**src/rtl/cpu_bus_initiator.sv**
```systemverilog
// Famicom CPU bus initiator: replays one queued command as M2/ROMSEL/RW/A/D bus cycles.
// Optional MMC1 serial write expansion is enabled by defining CPU_BUS_INITIATOR_MMC1_EN.
module cpu_bus_initiator #(
  parameter int M2_LOW_CLKS  = 4,
  parameter int M2_HIGH_CLKS = 4
) (
  input  logic        clk,
  input  logic        rst_n,
  input  logic        cmd_valid,
  output logic        cmd_ready,
  input  logic        cmd_rw,
  input  logic        cmd_mmc1,
  input  logic [15:0] cmd_addr,
  input  logic [7:0]  cmd_data,
  output logic        rsp_valid,
  output logic [7:0]  rsp_data,
  output logic        m2,
  output logic        romsel,
  output logic        cpu_rw,
  output logic [14:0] cpu_addr,
  output logic [7:0]  cpu_data_out,
  output logic        cpu_data_oe,
  input  logic [7:0]  cpu_data_in,
  output logic        busy
);

  localparam int MAXC = (M2_LOW_CLKS > M2_HIGH_CLKS) ? M2_LOW_CLKS : M2_HIGH_CLKS;
  localparam int CW   = (MAXC > 1) ? $clog2(MAXC) : 1;
  localparam logic [CW-1:0] LOW_LD  = CW'(M2_LOW_CLKS - 1);
  localparam logic [CW-1:0] HIGH_LD = CW'(M2_HIGH_CLKS - 1);

  typedef enum logic [1:0] {S_IDLE, S_LOW, S_HIGH, S_HOLD} state_e;

  state_e        state_q;
  logic [CW-1:0] cnt_q;
  logic          a15_q;
  logic          m2_q, romsel_q, rw_q, oe_q, ready_q, busy_q, rsp_valid_q;
  logic [14:0]   addr_q;
  logic [7:0]    dout_q, rsp_data_q;
  logic [7:0]    beat0_d;

`ifdef CPU_BUS_INITIATOR_MMC1_EN
  logic [2:0]    beats_q;
  logic [3:0]    sh_q;
  logic          serial_d;
  assign serial_d = cmd_mmc1 & ~cmd_rw & ~cmd_data[7];
  // bit 7 set means an MMC1 shift-register reset, always sent as a single 8'h80 beat
  assign beat0_d  = serial_d ? {7'b0, cmd_data[0]} :
                    (cmd_mmc1 & ~cmd_rw) ? 8'h80 : cmd_data;
`else
  logic          mmc1_unused;
  assign mmc1_unused = cmd_mmc1;
  assign beat0_d     = cmd_data;
`endif

  always_ff @(posedge clk or negedge rst_n) begin
    if (!rst_n) begin
      state_q     <= S_IDLE;
      cnt_q       <= '0;
      a15_q       <= 1'b0;
      m2_q        <= 1'b0;
      romsel_q    <= 1'b1;
      rw_q        <= 1'b1;
      oe_q        <= 1'b0;
      ready_q     <= 1'b1;
      busy_q      <= 1'b0;
      rsp_valid_q <= 1'b0;
      addr_q      <= '0;
      dout_q      <= '0;
      rsp_data_q  <= '0;
`ifdef CPU_BUS_INITIATOR_MMC1_EN
      beats_q     <= '0;
      sh_q        <= '0;
`endif
    end else begin
      rsp_valid_q <= 1'b0;
      case (state_q)
        S_IDLE: begin
          if (cmd_valid) begin
            state_q <= S_LOW;
            cnt_q   <= LOW_LD;
            a15_q   <= cmd_addr[15];
            addr_q  <= cmd_addr[14:0];
            rw_q    <= cmd_rw;
            oe_q    <= ~cmd_rw;
            ready_q <= 1'b0;
            busy_q  <= 1'b1;
            if (!cmd_rw) dout_q <= beat0_d;
`ifdef CPU_BUS_INITIATOR_MMC1_EN
            beats_q <= serial_d ? 3'd4 : 3'd0;
            sh_q    <= cmd_data[4:1];
`endif
          end
        end
        S_LOW: begin
          if (cnt_q == '0) begin
            state_q  <= S_HIGH;
            cnt_q    <= HIGH_LD;
            m2_q     <= 1'b1;
            romsel_q <= ~a15_q;
          end else begin
            cnt_q <= cnt_q - CW'(1);
          end
        end
        S_HIGH: begin
          if (cnt_q == '0) begin
            state_q  <= S_HOLD;
            m2_q     <= 1'b0;
            romsel_q <= 1'b1;
            if (rw_q) begin
              rsp_data_q  <= cpu_data_in;
              rsp_valid_q <= 1'b1;
            end
          end else begin
            cnt_q <= cnt_q - CW'(1);
          end
        end
        S_HOLD: begin
`ifdef CPU_BUS_INITIATOR_MMC1_EN
          if (beats_q != 3'd0) begin
            state_q <= S_LOW;
            cnt_q   <= LOW_LD;
            beats_q <= beats_q - 3'd1;
            dout_q  <= {7'b0, sh_q[0]};
            sh_q    <= {1'b0, sh_q[3:1]};
          end else
`endif
          begin
            state_q <= S_IDLE;
            rw_q    <= 1'b1;
            oe_q    <= 1'b0;
            ready_q <= 1'b1;
            busy_q  <= 1'b0;
          end
        end
        default: state_q <= S_IDLE;
      endcase
    end
  end

  assign cmd_ready    = ready_q;
  assign busy         = busy_q;
  assign m2           = m2_q;
  assign romsel       = romsel_q;
  assign cpu_rw       = rw_q;
  assign cpu_addr     = addr_q;
  assign cpu_data_out = dout_q;
  assign cpu_data_oe  = oe_q;
  assign rsp_valid    = rsp_valid_q;
  assign rsp_data     = rsp_data_q;

endmodule

```
**config.mk**
```make
export PLATFORM = sky130hd
export DESIGN_NAME = cpu_bus_initiator
export DESIGN_NICKNAME = d
export VERILOG_FILES = /design/src/rtl/cpu_bus_initiator.sv
export SDC_FILE = /design/constraint.sdc
export NUM_CORES = 1
export LEC_CHECK = 0
export CAP_MARGIN = 40
export CORE_MARGIN = 2
export CORE_UTILIZATION = 46
export DETAILED_ROUTE_END_ITERATION = 8
export PLACE_DENSITY_LB_ADDON = 0.05
export SETUP_SLACK_MARGIN = 0.1
export SLEW_MARGIN = 20
export SYNTH_ARGS = -nofsm -noshare
export SYNTH_HDL_FRONTEND = slang
export SYNTH_SLANG_ARGS = --single-unit
```
**constraint.sdc**
```tcl
create_clock -name clk -period 3.41 [get_ports clk]
set_clock_uncertainty 0.15 [all_clocks]
set_input_delay 0.5115 -clock clk [delete_from_list [all_inputs] [get_ports clk]]
set_output_delay 0.5115 -clock clk [all_outputs]
set_load 0.05 [all_outputs]
```
=== Word level (Yosys, flattened, before mapping) ===
Index checks and enable logic that the tools add are counted.

* Register bits after elaboration: 43
* Latch bits: 0
* Bits in writable memories: 0
* Memory bits (read-only): 0
* Input port bits: 37
* Memories: 0

* Add/subtract/negate cells: 1
* Multiply operators: 0
* Divide/modulo/power cells: 0
* Magnitude comparators: 0
* Eq/ne operators: 7
* Shifts and indexed selects: 0
* Multiplexer cells: 24
* Bitwise operators: 2
* Reduce and logical (&&, ||, !) cells: 12

{| class="wikitable"
|+ Operators with widths
! kind !! number
|-
| $reduce_and A3 Y1 || 5
|-
| $mux W2 || 6
|-
| $pmux W1 S2 || 6
|-
| $mux W1 || 10
|-
| $ne A2 B2 Y1 const B || 4
|-
| $pmux W2 S4 || 1
|-
| $pmux W2 S3 || 1
|-
| $eq A2 B2 Y1 const B || 2
|-
| $logic_not A2 Y1 || 2
|-
| $reduce_and A2 Y1 || 2
|-
| $reduce_bool A2 Y1 || 2
|-
| $reduce_bool A3 Y1 || 1
|-
| $eq A2 B1 Y1 const B || 1
|-
| $not A1 Y1 || 2
|-
| $sub A2 B1 Y2 const B || 1
|}

=== Logic depth before layout (Yosys ltp) ===
* Word-level depth: 3
* Depth in mapped cells: 7

=== Worst setup path after synthesis ===
No wires, ideal clock.

* Path kind: register to register
* Start point: register state_q[0]
* End point: register dout_q[0] (netlist: cpu_data_out[0])
* Arrival: 1572 ps
* Setup slack: 1563 ps
* Cell stages (with the launch flop): 8
* Period minus slack after synthesis: 1847 ps
* Path through: dfrtp_1 -> inv_1 -> ha_1 -> buf_2 -> nand2_4 -> or2_1 -> buf_6 -> mux2_4

* Word-level cells in the longest chain between the ends: 2

{| class="wikitable"
|+ RTL lines
! element !! line !! RTL
|-
| start: declaration || 34 || <nowiki>state_e state_q;</nowiki>
|-
| start signal: assignment || 58 || <nowiki>state_q <= S_IDLE;</nowiki>
|-
| start signal: assignment || 80 || <nowiki>state_q <= S_LOW;</nowiki>
|-
| start signal: assignment || 97 || <nowiki>state_q <= S_HIGH;</nowiki>
|-
| $logic_not A2 Y1 || 77 || <nowiki>case (state_q)</nowiki>
|-
| $reduce_and A3 Y1 (no line) || - ||
|-
| end signal: assignment || 88 || <nowiki>if (!cmd_rw) dout_q <= beat0_d;</nowiki>
|-
| end: declaration || 39 || <nowiki>logic [7:0] dout_q, rsp_data_q;</nowiki>
|}

No other way between the ends.
A chain may end at the register's enable or synchronous reset.

=== Final worst setup path ===
* Start point: register rw_q (netlist: cpu_rw)
* End point: output port cpu_rw

{| class="wikitable"
|+ RTL lines
! element !! line !! RTL
|-
| start: declaration || 37 || <nowiki>logic m2_q, romsel_q, rw_q, oe_q, ready_q, busy_q, rsp_valid_q;</nowiki>
|-
| start signal: assignment || 84 || <nowiki>rw_q <= cmd_rw;</nowiki>
|-
| end: declaration || 19 || <nowiki>output logic cpu_rw,</nowiki>
|}

No word-level cell between the ends.

==> metrics.yaml <==
run_status:
  status: "complete, no violations"
worst_setup_path:
  cp.buffers_inverters: 1
  crit_family: "buffers and inverters"
  crit_type: "reg2out"
  critPathMaxStageDelay_ps: 810
  cp_slowest_cell: "clkdlybuf4s50_1"
  reg2regPathDepth: 5
  crit_chain: "clkdlybuf4s50_1"
  r2r-start: "state_q[0]"
  critPathRequiredTime_ps: 2750
  cp-end-kind: "primary output"
  worst-r2r-setup-slack_ps: 1090
  start_kind: "flop"
  crit_fanout: 4
  arrival_ps: 1670
  r2r-end: "cpu_data_out[0]"
timing:
  tns_ps: 0
  slew_headroom_pct: 64.18
  finalHoldViolCount: 0
  rsz0062_at_grt: "no"
  slew_viol_final: 0
  fin_crit_ps: 2327
  worst_pin_slew_ps: 535.6
  timing.final.crit_share_pct: 68.23
  setup_viol: 0
  fmax_mhz: 429.8
  setup_ws_ps: 1083
logic_synthesis:
  synth_edf_count: 0
  yosysWarnings: 0
  yosys.area.top_type: "dfrtp_1"
  synth_top_flop_cell: "dfrtp_1"
  synth_top_area_share_pct: 53.37
  syn-num-nets: 181
  syn_inst: 135
  ys_types: 27
  syn_area_per_cell_um2: 13.89
  synth-seq-cells: 43
  seq_area_frac_synth_pct: 57.57
  synth_area_leaders: "dfrtp_1 53%, mux2_2 15%, mux2_4 6.4%"
  synth_area_um2: 1876
  async_reset_ff_share_pct: 100.0
finish:
  area_delta_synth_final_pct: 47.83
  final_design_area_no_fill_um2: 2773
  fillers: 260
  final_nets: 260
  diodes: 0
  final_layout_size_suffix_gt1_share_pct: 21.86
grt:
  grt_pass1_vias: 1332
  grt.total_usage_pct: 18.07
  antenna_found_initial: 0
  gr-total-overflow: 0
  grt_max_degree: 28
  grt_pass1_wl_um: 6030
clock_network:
  insertion_delay_ps: 290
  ctsHoldBuffers: 1
  clock_path_buffers: 2
  htreeDepth: 2
  cts_tree: "done"
  root_buffer: "clkbuf_8"
  cts_setup_buffers: 0
  numCtsBuffers: 5
  clock_sinks: 43
  cts.clk_slew.worst_paths_ps: 80
  cts_resized: 0
route:
  antenna_left: 0
  dr.pass1.iters: 4
  wl_per_cell_um: 14.97
  dr.first_iter.drc_count: 56
  viasPerCell: 4.883
  via_count: 1294
  wirelength_um: 3968
  drcViolationCount: 0
min_path:
  hold_start: "romsel"
  hp-class: "reg2reg"
  holdPathStages: 2
  min_to: "romsel"
die:
  initial_core_util_pct: 47.23
  die_h_um: 67.86
  die_w_um: 67.86
  core-area_um2: 3971
  rows: 23
  pin_count: 75
  die-area_um2: 4604
place:
  place_ws_ps: 967.8
  gp_congestion: 0.7377
  place_area_um2: 2663
  portBuffers: 73
  dp_hpwl_um: 3065
run:
  drv_cap: 0
per-stage QoR:
step,hold WS (ps),util [%],instances
2_1_floorplan,65.91,-,135
3_3_place_gp,317.7,66.54,255
3_5_place_dp,321.2,67.04,256
4_1_cts,340.8,69.82,265
5_1_grt,372.5,69.82,265
6_report,339.3,69.82,265
layout make-up:
type	count	area [um^2]	area share, %
Sequential cell	43	1080	38.94
Timing Repair Buffer	75	755.7	27.26
Multi-Input combinational cell	79	737.0	26.58
Clock buffer	8	100.1	3.610
Tap cell	50	62.56	2.256
Inverter	10	37.54	1.354
state kept, by name, summed over array words and instances, names as in the netlist:
name / cells
cpu_rw: 1
cmd_ready: 1
romsel: 1
m2: 1
cpu_data_oe: 1
rsp_data: 8
state_q: 2
cpu_addr: 15
cnt_q: 2
a15_q: 1
cpu_data_out: 8
rsp_valid: 1
busy: 1
Yosys cell counts, types with 2 or more instances:
cell	instances
o22ai_1	3
inv_1	10
a31oi_1	2
buf_2	2
nor2_1	4
dfrtp_1	40
a21oi_1	7
o2bb2ai_1	2
mux2_2	25
ha_1	9
mux2_4	8
o21ai_0	5
nand3_1	2
dfstp_2	3
layer usage:
metal / part of all wire [%] / track usage, %
met3: 7.8 / 5.592
met5: 0 / 0
met4: 1.6 / 7.000
met2: 52 / 32.23
met1: 38 / 20.13
cells by family (layout without fill, tap and decap cells):
kind of cell               Yosys count  in the layout  share of synthesized area, %
muxes                               34             34                         21.95
DFF                                 43             43                         57.57
and+or+nand+nor                     14             14                         4.270
adders and majority gates            9              9                         6.004
buffers and inverters               13             93                         3.136
AOI/OAI and AO/OA                   22             22                         7.072
cells in the final DEF, fill, tap and decap left out, types with 3 or more instances in the layout:
master / Yosys / routed
a21oi_1: 7 / 7
dfstp_2: 3 / 3
clkdlybuf4s50_1: 0 / 72
mux2_2: 25 / 25
dfrtp_1: 40 / 40
nor2_1: 4 / 4
inv_1: 10 / 10
clkbuf_8: 0 / 7
mux2_4: 8 / 8
o22ai_1: 3 / 3
o21ai_0: 5 / 5
ha_1: 9 / 9
worst max-delay path by stage:
stage | start | depth (start not counted) | endpoint | slack (ps)
2_1_floorplan | state_q[0] | 7 | cpu_data_out[0] | 1560
3_3_place_gp | cmd_valid | 4 | cpu_data_out[6] | 1040
3_5_place_dp | cmd_valid | 4 | cpu_data_out[0] | 970
4_1_cts | cpu_rw | 1 | cpu_rw | 1070
5_1_grt | state_q[0] | 5 | cpu_data_out[3] | 980
6_report | cpu_rw | 1 | cpu_rw | 1080
Power is not shown: default switching activity piles up to over one toggle a cycle in this logic, so the estimate is an artifact.
